**src/rtl/dram_arb_pkg.sv**
```systemverilog
// Shared types and defaults for the DRAM request arbiter.
// State encodings are fixed so that debug traces decode the same everywhere.
package dram_arb_pkg;

    localparam int ADDR_W_DEF = 16;
    localparam int DATA_W_DEF = 8;

    typedef enum logic [1:0] {
        IDLE   = 2'd0,
        ACCESS = 2'd1,
        DONE   = 2'd2
    } state_t;

endpackage

```
**src/rtl/dram_arb_rr_picker.sv**
```systemverilog
// Combinational round-robin pick: first requester after last_grant, wrapping.
// Zero latency; valid is low when no request is pending.
module rr_picker #(
    parameter int NUM_CORES = 4,
    localparam int IDX_W = $clog2(NUM_CORES)
) (
    input  logic [NUM_CORES-1:0] req,
    input  logic [IDX_W-1:0]     last_grant,
    output logic [IDX_W-1:0]     winner,
    output logic                 valid
);

    always_comb begin
        int             j;
        logic [IDX_W-1:0] idx;
        valid  = 1'b0;
        winner = '0;
        j      = 0;
        idx    = '0;
        for (int i = 1; i <= NUM_CORES; i++) begin
            j = int'(last_grant) + i;
            if (j >= NUM_CORES) j = j - NUM_CORES;
            idx = IDX_W'(j);
            if (!valid && req[idx]) begin
                valid  = 1'b1;
                winner = idx;
            end
        end
    end

endmodule

```
**src/rtl/dram_arbiter.sv**
```systemverilog
// Round-robin arbiter sharing one single-port memory among NUM_CORES requesters.
// Latency: latch to ack 2 cycles, one access per 3 cycles; requests wait until acked.
module dram_arbiter
    import dram_arb_pkg::*;
#(
    parameter int NUM_CORES = 4,
    parameter int ADDR_W    = ADDR_W_DEF,
    parameter int DATA_W    = DATA_W_DEF
) (
    input  logic                        i_clk,
    input  logic                        i_rst,
    input  logic [NUM_CORES-1:0]        i_req_rd,
    input  logic [NUM_CORES-1:0]        i_req_wr,
    input  logic [NUM_CORES*ADDR_W-1:0] i_req_addr,
    input  logic [NUM_CORES*DATA_W-1:0] i_req_wdata,
    output logic [NUM_CORES-1:0]        o_ack,
    output logic [NUM_CORES*DATA_W-1:0] o_rdata,
    output logic [ADDR_W-1:0]           o_mem_addr,
    output logic                        o_mem_we,
    output logic [DATA_W-1:0]           o_mem_wdata,
    input  logic [DATA_W-1:0]           i_mem_rdata,
    output logic                        o_busy
);

    localparam int IDX_W = $clog2(NUM_CORES);

    state_t                      state;
    state_t                      state_nxt;
    logic [IDX_W-1:0]            last_grant;
    logic [IDX_W-1:0]            pick_idx;
    logic                        pick_vld;
    logic [IDX_W-1:0]            lat_idx;
    logic                        lat_wr;
    logic [ADDR_W-1:0]           lat_addr;
    logic [DATA_W-1:0]           lat_wdata;
    logic [NUM_CORES*DATA_W-1:0] rdata_q;
    logic [NUM_CORES-1:0]        req_any;

    assign req_any = i_req_rd | i_req_wr;

    rr_picker #(.NUM_CORES(NUM_CORES)) u_picker (
        .req        (req_any),
        .last_grant (last_grant),
        .winner     (pick_idx),
        .valid      (pick_vld)
    );

    always_ff @(posedge i_clk) begin
        if (i_rst) state <= IDLE;
        else       state <= state_nxt;
    end

    always_comb begin
        state_nxt = state;
        case (state)
            IDLE:    if (pick_vld) state_nxt = ACCESS;
            ACCESS:  state_nxt = DONE;
            DONE:    state_nxt = IDLE;
            default: state_nxt = IDLE;
        endcase
    end

    // Read data is forwarded during the ack cycle so it is visible together with the ack.
    always_comb begin
        o_busy   = (state != IDLE);
        o_mem_we = (state == ACCESS) && lat_wr;
        o_ack    = '0;
        o_rdata  = rdata_q;
        if (state == DONE) begin
            o_ack[lat_idx] = 1'b1;
            if (!lat_wr) o_rdata[lat_idx*DATA_W +: DATA_W] = i_mem_rdata;
        end
    end

    // rd+wr together latches as a write.
    always_ff @(posedge i_clk) begin
        if (i_rst) begin
            last_grant <= IDX_W'(NUM_CORES - 1);
            lat_idx    <= '0;
            lat_wr     <= 1'b0;
            lat_addr   <= '0;
            lat_wdata  <= '0;
            rdata_q    <= '0;
        end else begin
            case (state)
                IDLE: begin
                    if (pick_vld) begin
                        lat_idx   <= pick_idx;
                        lat_wr    <= i_req_wr[pick_idx];
                        lat_addr  <= i_req_addr[pick_idx*ADDR_W +: ADDR_W];
                        lat_wdata <= i_req_wdata[pick_idx*DATA_W +: DATA_W];
                    end
                end
                DONE: begin
                    last_grant <= lat_idx;
                    if (!lat_wr) rdata_q[lat_idx*DATA_W +: DATA_W] <= i_mem_rdata;
                end
                default: ;
            endcase
        end
    end

    assign o_mem_addr  = lat_addr;
    assign o_mem_wdata = lat_wdata;

endmodule

```
**config.mk**
```make
export PLATFORM = sky130hd
export DESIGN_NAME = dram_arbiter
export DESIGN_NICKNAME = d
export VERILOG_FILES = /design/src/rtl/dram_arb_pkg.sv /design/src/rtl/dram_arb_rr_picker.sv /design/src/rtl/dram_arbiter.sv
export SDC_FILE = /design/constraint.sdc
export NUM_CORES = 1
export LEC_CHECK = 0
export ABC_AREA = 0
export CORE_UTILIZATION = 42
export DETAILED_ROUTE_END_ITERATION = 10
export GPL_TIMING_DRIVEN = 0
export PLACE_DENSITY = 0.82
export REMOVE_ABC_BUFFERS = 1
export SLEW_MARGIN = 15
export SYNTH_ARGS = -nofsm -noshare
export SYNTH_HDL_FRONTEND = slang
export SYNTH_SLANG_ARGS = --single-unit
```
**constraint.sdc**
```tcl
create_clock -name i_clk -period 3.1 [get_ports i_clk]
set_input_delay 0.62 -clock i_clk [delete_from_list [all_inputs] [get_ports i_clk]]
set_output_delay 0.62 -clock i_clk [all_outputs]
set_load 0.05 [all_outputs]
```
Word-level counts from Yosys, hierarchy flattened. Cells that the tools add are included.

Output and inout port bits: 62. Word-level logic and storage cells: 76. Register bits after elaboration: 63.

$add $sub $neg: 9. Reduce and logical (&&, ||, !) cells: 11. Bitwise operators: 1. Equal/unequal tests: 3. Multiplexer cells: 30. Order comparisons: 11. Shifts and indexed selects: 4.

Operator list (count): 32-bit two-way mux (2); 64-bit by 7-bit indexed part select with 16-bit output (1); 5-bit negator with 34-bit output (1); 8-bit by 34-bit variable shift with 32-bit output, first input constant (1); 8-bit by 34-bit indexed part select with 32-bit output (1); 32-bit bitwise mux (1); 32-bit by 6-bit indexed part select with 8-bit output (1); 2-bit by 3-bit less-than comparator with 1-bit output, second input constant (6); 2-bit two-way mux (9); 1-bit binary-select mux with 2-bit select (5); 1-bit two-way mux (10); 3-bit greater-or-equal comparator, second input constant (3); 2-bit by 1-bit subtractor with 2-bit output, second input constant (4); 2-bit by 2-bit adder with 3-bit output, second input constant (2); 1-bit logical AND (5); 2-bit by 3-bit adder with 4-bit output, second input constant (1); 4-bit by 3-bit greater-or-equal comparator with 1-bit output, second input constant (1); 4-bit two-way mux (1); 4-bit OR (1); 2-bit one-hot mux with 2 select lines (1); 2-bit by 1-bit adder with 3-bit output, second input constant (1); 1-bit logical NOT (3); 1-bit demux with 2-bit select (1); 2-bit by 1-bit == test with 1-bit output, second input constant (1); other kinds (6) (6).

Depth between registers and ports, before layout. Gate-level depths: netlist (run 1).

Word-level depth: 17. Gate-level depth with buffers: 8. Depth with buffers taken out: 6.

Hierarchy. From an unflattened synthesis (run 1), not the netlist that was laid out.

Cells, all modules: 328. Area, all modules: 3219.3 sq um.

By module, submodules not included: dram_arbiter (cells an instance 314, times used 1, seq. area each 1261.2 sq um, area an instance 3128.0 sq um); rr_picker (cells an instance 14, times used 1, seq. area each 0.0 sq um, area an instance 91.3 sq um).

Least setup slack after synthesis (run 1). No wires, ideal clock.

Kind: reg-to-output. Start: reg lat_idx[0]. End: out o_rdata[6]. Slack: 0.323 ns. Buffers on the path: 2. Arrival time: 2.157 ns. Data required time: 2.480 ns. Stages on the path, launching flop included: 8. Cell sequence: dfxtp_1 > clkbuf_1 > inv_1 > ha_1 > clkbuf_1 > nand2_2 > nor4b_2 > a22o_1.

Cells in the longest elaborated chain, start to end: 5.

Ends and longest elaborated chain: start, declared (line dram_arbiter.sv:32) `logic [IDX_W-1:0] lat_idx;`; start signal, assigned (line dram_arbiter.sv:88) `lat_idx <= pick_idx;`; 5-bit negator with 34-bit output * (line dram_arbiter.sv:71) `if (!lat_wr) o_rdata[lat_idx*DATA_W +: DATA_W] = i_mem_rdata;`; 8-bit by 34-bit indexed part select with 32-bit output / 8-bit by 34-bit variable shift with 32-bit output (equally long branches) (line dram_arbiter.sv:71); 32-bit bitwise mux * (line dram_arbiter.sv:71); 32-bit two-way mux * (line dram_arbiter.sv:71); 32-bit two-way mux * (line dram_arbiter.sv:69) `if (state == DONE) begin`; end, declared (line dram_arbiter.sv:17) `output logic [NUM_CORES*DATA_W-1:0] o_rdata,`.

Every way passes the cells marked *; elsewhere a longest branch is shown, timed or not.

Worst setup path after layout (run 1).
Start: reg lat_idx[0]. End: out o_rdata[31].

The elaborated chain is that of the path after synthesis.

==> reports/qor.yml, run 1 <==
power_and_ir_drop:
  sequentialPowerShare_pct: 38.5
  power_uw: 2380
  p_per_area_nw_per_um2: 412
  p_comb_share_pct: 35.6
  p_clk_share_pct: 25.8
  switchingPower_uw: 859
  sw_frac_of_total_pct: 36.1
  p_int_uw: 1520
  power_leakage_uw: 0.00229
  max-vdd-ir-drop_uv: 242
clock_tree:
  cts_tree: "yes"
  cts-root-buf: "clkbuf_8"
  cts_buffers: 9
  cts_hold_buf: 0
  clock_sinks: 63
  clk_latency_ns: 0.34
  htree_levels: 3
  cts.clk_slew.worst_paths_ns: 0.07
  clk_path_buf_depth: 2
run:
  maxCapViolations: 0
worst_hold_path:
  hold_path_class: "flop to flop"
logic_synthesis:
  syn_inst: 469
  ys_seq_elements: 63
  ys_top_cells_by_area: "dfxtp_1, mux2i_1, nand2_1"
  synth.distinct_cells: 46
  netlist_area_um2: 3780
  synth_edf_count: 0
  yosysTopAreaCell: "dfxtp_1"
  ys_dominant_reg_cell: "dfxtp_1"
  synth_top_area_share_pct: 33.3
  synth_commonest_cells: "dfxtp_1, nand2_1, inv_1, clkbuf_1, o21ai_0"
  synthArstFlopShare_pct: 0
  synth-seq-area-share_pct: 33.3
  synth_most_common_cell: "dfxtp_1"
  synth_warnings: 0
  synth.avg_cell_area_um2: 8.07
critical_path:
  worstSetupStartpoint: "lat_idx[0]"
  reg2reg_depth: 5
  startpoint_type: "flop"
  cp_max_fo: 8
  worstPathCellList: "inv_1 -> ha_2 -> or3_1 -> nor2_2 -> a22o_1 -> buf_2"
  worstPathArrival_ns: 2.35
  cp-endpoint: "o_rdata[31]"
  crit_slowest_cell: "dfxtp_2"
  rr_endpoint: "lat_wr"
  worstPathRequired_ns: 2.48
  path_class: "flop to output pin"
  worstReg2RegStart: "last_grant[0]"
  r2r_setup_slack_ns: 0.47
  end_kind: "output pin"
  max_stage_delay_ns: 0.46
global_route:
  grt_pass1_wl_mm: 20.0
  grt_overflow: 0
  antenna_found_initial: 0
  grt_pass1_vias: 4119
  track_usage_pct: 26.2
  grt_max_degree: 41
placement:
  numPortBuffers: 175
  dpl.hpwl_mm: 8.92
  dp_cells: 716
  place_area_um2: 5560
  gp_congestion: 0.890
layout:
  drive_above_1_share_pct: 13.2
  seqCellArea_um2: 1260
  finalCoreUtilization_pct: 66.2
  n_antenna_cell: 0
  fillers: 750
  fin_nets: 741
  area_growth_pct: 52.5
  multiInputGateArea_um2: 2270
  stdcell_area_um2: 5770
  final_cells: 735
sta:
  min_period_over_period_pct: 95.8
  finalHoldViolations: 0
  skew_ns: 0.0129
  relSlewSlack_pct: 34.2
  setup_violations: 0
  worstMarginPinSlew_ns: 0.980
  slew_violations: 0
  max_freq_mhz: 337
  period_needed_ns: 2.97
routing:
  postRouteAntennaNets: 0
  wl_met1_mm: 5.05
  vias: 4197
  met3_length_um: 893
  route.met2.wl_mm: 6.24
  dr.max_layer_used: "met4"
  firstDrtPassIters: 4
  routed_wirelength_mm: 12.5
  vias_per_cell: 5.71
  post_drt_wl_per_cell_um: 17.0
  drt_iter0_drc: 225
  drc: 0
die:
  core-area_um2: 8720
  start_util_pct: 43.4
  die_w_um: 96.9
  rows: 34
  pin_count: 176
  dieArea_um2: 9400
  die_y_um: 96.9
run_status:
  status: "finished clean"
[worst max-delay path, delay by kind of cell, from the launching register on]
family	cells	cell delay, ns
buf+inv	2	0.40
simple gates	2	0.62
flops	1	0.46
fa+ha+maj	1	0.34
compound gates	1	0.20
[power groups by stage]
stage	Clock, uW	Combinational (uW)	Sequential (uW)
final	614	848	916
after global routing	662	892	923
after CTS	627	839	914
after detailed placement	0	824	930
after global placement	0	797	927
after floorplan	0	295	1090
[final cells by class]
cell class | instances | area share (%)
clock buffers | 10 | 2.21
well taps | 108 | 2.34
repair buffers | 181 | 30.3
flip-flops and latches | 63 | 21.9
inverters | 51 | 3.32
clock inverters | 6 | 0.650
multi-input cells | 316 | 39.3
[worst min path at each step]
stage,cells past startpoint,to,start
3_3_place_gp,2,rdata_q[14],rdata_q[14]
6_report,2,rdata_q[18],rdata_q[18]
2_1_floorplan,2,rdata_q[10],rdata_q[10]
5_1_grt,2,rdata_q[18],rdata_q[18]
4_1_cts,2,rdata_q[12],rdata_q[12]
3_5_place_dp,2,rdata_q[12],rdata_q[12]
[metrics by stage]
stage          setup TNS, ns  hold WS (ns)  setup WS, ns
6_report                   0         0.460         0.131
5_1_grt             -0.00897         0.484      -0.00897
4_1_cts                    0         0.462        0.0198
3_5_place_dp          -21.61         0.453        -0.749
3_3_place_gp          -42.87         0.447         -1.47
2_1_floorplan              0         0.433        0.0875
[layout by cell type (no fill, tap or decap), types with 4 or more instances in the layout]
master / synthesis / layout
clkdlybuf4s50_1: 0 / 142
nand2_1: 62 / 62
dfxtp_1: 63 / 62
inv_1: 51 / 51
o21ai_0: 25 / 25
mux2i_1: 24 / 24
a2111oi_0: 24 / 24
a41oi_1: 24 / 24
o211ai_1: 23 / 23
a21oi_1: 19 / 19
nor2b_1: 20 / 17
a22o_1: 16 / 16
nand3_1: 17 / 16
clkdlybuf4s15_2: 0 / 16
clkbuf_8: 0 / 9
buf_2: 5 / 9
clkbuf_2: 0 / 8
nor2_1: 9 / 7
and2_1: 5 / 5
o21ai_1: 5 / 4
ha_1: 5 / 4
[cells by family (layout without fill, tap and decap cells)]
kind of cell,Yosys count,count (layout),synth area share [%]
buffers and inverters,91,248,9.98
muxes,25,25,6.64
DFF,63,63,33.3
adders and majority gates,5,5,1.65
AOI/OAI and AO/OA,149,149,29.6
and+or+nand+nor,136,137,18.8
[state kept, by name, summed over array words and instances (netlist names)]
register,count
last_grant,2
rdata_q,32
o_mem_wdata,8
lat_idx,2
o_mem_addr,16
lat_wr,1
state,2
[layer usage]
metal  up-vias  global-route usage [%]
met5         -                       0
met4         0                    12.4
met3        30                    5.92
met2       214                    44.5
met1      1944                    31.1
li1       2009                       -
[timing repair]
action,in CTS,in global routing
endpoints found under the setup margin,57,49
cloned,1,0
buffers inserted,1,1
pin swaps,2,3
resized for setup,110,18
No activity file was read; power rests on OpenSTA's default activity.
==> run 2, diff against run 1 <==
--- a/config.mk
+++ b/config.mk
@@ -6,6 +6,7 @@
 export NUM_CORES = 1
 export LEC_CHECK = 0
 export ABC_AREA = 0
+export CORE_MARGIN = 4
 export CORE_UTILIZATION = 42
 export DETAILED_ROUTE_END_ITERATION = 10
 export GPL_TIMING_DRIVEN = 0
==> reports/qor.yml, run 2 (synthesis gave the netlist of run 1 again) <==
run_status:
  status: "finished clean"
sta:
  hold_ws_ns: 0.461
  worstMarginPinSlew_ns: 0.861
  skew_ns: 0.0110
  slew_violations: 0
  max_freq_mhz: 337
  fin_tns_setup_ns: 0
  fin_ws_ns: 0.130
  relSlewSlack_pct: 42.4
  period_needed_ns: 2.97
  setup_violations: 0
  finalHoldViolations: 0
  min_period_over_period_pct: 95.8
  grt_setup_unrepaired: "false"
layout:
  n_antenna_cell: 0
  largest_reg_flops: 32
  mostFrequentLayoutCell: "clkdlybuf4s50_1"
  finalCoreUtilization_pct: 66.5
  final_cell_mix: "clkdlybuf4s50_1, nand2_1, dfxtp_1, inv_1, o21ai_0"
  area_growth_pct: 54.0
  stdcell_area_um2: 5830
  fin_nets: 743
  drive_above_1_share_pct: 13.5
  max_flop_register: "rdata_q"
clock_tree:
  clk_latency_ns: 0.34
  cts.clk_slew.worst_paths_ns: 0.08
  htree_levels: 3
  cts_tree: "yes"
  cts-root-buf: "clkbuf_8"
  clock_sinks: 63
  cts_buffers: 9
  clk_path_buf_depth: 2
power_and_ir_drop:
  power_leakage_uw: 0.00231
  max-vdd-ir-drop_uv: 243
  p_per_area_nw_per_um2: 425
placement:
  gp_congestion: 0.900
  dp_slack_ns: -0.737
  numPortBuffers: 175
  place_area_um2: 5570
  dpl.hpwl_mm: 9.68
routing:
  vias: 4309
  postRouteAntennaNets: 0
  drt_iter0_drc: 250
  firstDrtPassIters: 8
  drc: 0
  post_drt_wl_per_cell_um: 18.1
  vias_per_cell: 5.85
  routed_wirelength_mm: 13.3
critical_path:
  worstPathRequired_ns: 3.35
  worstReg2RegStart: "last_grant[0]"
  r2r_setup_slack_ns: 0.61
  worstPathArrival_ns: 3.22
  worstSetupStartpoint: "i_req_wr[3]"
  startpoint_type: "input port"
  cp-endpoint: "o_mem_addr[11]"
  rr_endpoint: "lat_wr"
  reg2reg_depth: 5
  path_class: "input port to flop"
  end_kind: "flop"
  cp_max_fo: 24
die:
  start_util_pct: 43.2
  rows: 34
  die_y_um: 103
  die_w_um: 103
  core-area_um2: 8760
  dieArea_um2: 10600
  pin_count: 176
global_route:
  grt_pass1_wl_mm: 20.2
  antenna_found_initial: 0
  track_usage_pct: 24.2
  grt_use_met3_pct: 6.90
  busiest_layer: "met2"
  grt_pass1_vias: 4217
  grt_max_degree: 41
  grt_overflow: 0
  met1_usage_pct: 28.5
  grt_util_met2_pct: 40.7
run:
  maxCapViolations: 0
worst_hold_path:
  hold_path_class: "flop to flop"
-- run 2: layer usage --
layer / vias to the layer above / part of all wire [%]
met1: 1983 / 38
met3: 45 / 11
met4: 0 / 3.3
met2: 271 / 48
li1: 2010 / -
met5: - / 0
-- run 2: critical path: stages --
cell             delay (ns)
clkdlybuf4s50_1        0.47
o21ai_1                0.47
o221ai_1               0.37
a211oi_4               0.83
o21ai_0                0.29
o211ai_1               0.15
-- run 2: worst min-delay path by stage --
stage,from,end,slack (ns),cells past startpoint
after floorplan,rdata_q[10],rdata_q[10],0.43,2
after global placement,rdata_q[19],rdata_q[19],0.45,2
after detailed placement,rdata_q[23],rdata_q[23],0.45,2
after CTS,rdata_q[23],rdata_q[23],0.46,2
after global routing,rdata_q[23],rdata_q[23],0.48,2
final,rdata_q[23],rdata_q[23],0.46,2
-- run 2: stage by stage --
stage,cells,power (uW)
after floorplan,429,1380
after global placement,712,1720
after detailed placement,717,1750
after CTS,735,2480
after global routing,737,2600
final,737,2480
-- run 2: cell type report --
| cell class | count | area, um^2 |
|---|---|---|
| inverters | 51 | 191 |
| fillers | 701 | 2930 |
| clock buffers | 9 | 124 |
| well taps | 108 | 135 |
| multi-input cells | 317 | 2280 |
| flip-flops and latches | 63 | 1260 |
| clock inverters | 7 | 72.6 |
| repair buffers | 182 | 1760 |
-- run 2: timing repair --
action	in CTS	in global routing
pin swaps	2	1
cloned	1	1
setup buffers	1	1
endpoints found under the setup margin	57	39
resized for setup	112	21
hold buffers	0	0
-- run 2: report_power, final --
part,switching (uW),internal [uW]
Clock,339,372
Combinational,487,367
Sequential,45.7,869
Total,872,1610
==> run 3, diff against run 2 <==
--- a/config.mk
+++ b/config.mk
@@ -12,6 +12,7 @@
 export GPL_TIMING_DRIVEN = 0
 export PLACE_DENSITY = 0.82
 export REMOVE_ABC_BUFFERS = 1
+export SKIP_LAST_GASP = 1
 export SLEW_MARGIN = 15
 export SYNTH_ARGS = -nofsm -noshare
 export SYNTH_HDL_FRONTEND = slang
==> reports/qor.yml, run 3 (synthesis gave the netlist of run 1 again) <==
die:
  rows: 34
  core-area_um2: 8760
  die_w_um: 103
  die_y_um: 103
  dieArea_um2: 10600
  pin_count: 176
  start_util_pct: 43.2
power_and_ir_drop:
  p_comb_share_pct: 34.4
  p_clk_share_pct: 28.8
  power_leakage_uw: 0.00232
  power_uw: 2480
  switchingPower_uw: 873
  sequentialPowerShare_pct: 36.9
  p_int_uw: 1610
  sw_frac_of_total_pct: 35.2
  max-vdd-ir-drop_uv: 243
  p_per_area_nw_per_um2: 424
placement:
  numPortBuffers: 175
  dpl.hpwl_mm: 9.68
  dp_cells: 717
  gp_congestion: 0.900
sta:
  grt_setup_unrepaired: "false"
  period_needed_ns: 2.99
  hold_ws_ns: 0.460
  min_period_over_period_pct: 96.6
  relSlewSlack_pct: 43.8
  skew_ns: 0.0121
  max_freq_mhz: 334
  setup_violations: 0
  finalHoldViolations: 0
  fin_tns_setup_ns: 0
  worstMarginPinSlew_ns: 0.840
  slew_violations: 0
clock_tree:
  cts_hold_buf: 0
  htree_levels: 3
  cts.clk_slew.worst_paths_ns: 0.08
  clock_sinks: 63
  cts_tree: "yes"
  clk_path_buf_depth: 2
  cts_buffers: 9
  clk_latency_ns: 0.34
  cts-root-buf: "clkbuf_8"
run_status:
  status: "finished clean"
critical_path:
  rr_endpoint: "lat_wr"
  r2r_setup_slack_ns: 0.59
  cp_max_fo: 8
  worstSetupStartpoint: "lat_idx[0]"
  reg2reg_depth: 5
  worstPathRequired_ns: 2.48
  path_class: "flop to output pin"
  end_kind: "output pin"
  worstPathArrival_ns: 2.37
  cp-endpoint: "o_rdata[14]"
  worstReg2RegStart: "last_grant[0]"
  startpoint_type: "flop"
layout:
  mostFrequentLayoutCell: "clkdlybuf4s50_1"
  final_cells: 737
  fin_nets: 743
  largest_reg_flops: 32
  area_growth_pct: 54.4
  max_flop_register: "rdata_q"
  finalCoreUtilization_pct: 66.7
  drive_above_1_share_pct: 12.7
  n_antenna_cell: 0
  final_cell_mix: "clkdlybuf4s50_1, nand2_1, dfxtp_1, inv_1, o21ai_0"
routing:
  vias: 4269
  drt_iter0_drc: 236
  routed_wirelength_mm: 13.4
  post_drt_wl_per_cell_um: 18.1
  firstDrtPassIters: 4
  drc: 0
  postRouteAntennaNets: 0
  vias_per_cell: 5.79
worst_hold_path:
  hold_path_class: "flop to flop"
global_route:
  grt_pass1_vias: 4217
  grt_overflow: 0
  antenna_found_initial: 0
  grt_pass1_wl_mm: 20.2
  track_usage_pct: 24.1
  grt_max_degree: 41
run:
  maxCapViolations: 0
## run 3: worst min-delay path by stage
stage / cells past startpoint / end / startpoint
floorplan: 2 / rdata_q[10] / rdata_q[10]
global placement: 2 / rdata_q[19] / rdata_q[19]
detailed placement: 2 / rdata_q[23] / rdata_q[23]
CTS: 2 / rdata_q[23] / rdata_q[23]
global route: 2 / rdata_q[23] / rdata_q[23]
finish: 2 / rdata_q[23] / rdata_q[23]
## run 3: power groups by stage
stage	sequential [uW]	combinational [uW]	clock, uW
floorplan	1090	295	0
global placement	926	797	0
detailed placement	928	826	0
CTS	913	844	728
global route	922	899	774
finish	915	853	713
## run 3: area by class of cell
| cell class | count | area [um^2] |
|---|---|---|
| clock buffers | 9 | 124 |
| clock inverters | 7 | 72.6 |
| fillers | 700 | 2920 |
| inverters | 51 | 191 |
| multi-input cells | 317 | 2270 |
| flip-flops and latches | 63 | 1260 |
| well taps | 108 | 135 |
| repair buffers | 182 | 1780 |
## run 3: critical path, cell delays in order, from the launching register on
cell and delay (ns):
dfxtp_4 0.42, inv_1 0.10, ha_2 0.38, nand2_1 0.09, nor2_1 0.27, nand3_1 0.15
nand2_1 0.10, dlygate4sd2_1 0.53
## run 3: per-layer routing
metal,track usage [%],share of wire (%),vias up
met2,40.7,48,258
met4,10.7,3.1,0
met3,6.90,11,32
met5,0,0,-
li1,-,-,2014
met1,28.5,38,1965
## run 3: what timing repair did
item,in CTS,in global routing
endpoints found under the setup margin,57,39
pin swaps,2,1
gates cloned,1,1
resized for setup,110,14
buffers inserted,1,1
## run 3: through the flow
stage               cell area, um^2  worst slack, ns
floorplan                      3600           0.0875
global placement               5490            -1.44
CTS                            5830          -0.0398
finish                         5840            0.106
detailed placement             5570           -0.737
global route                   5840           0.0109
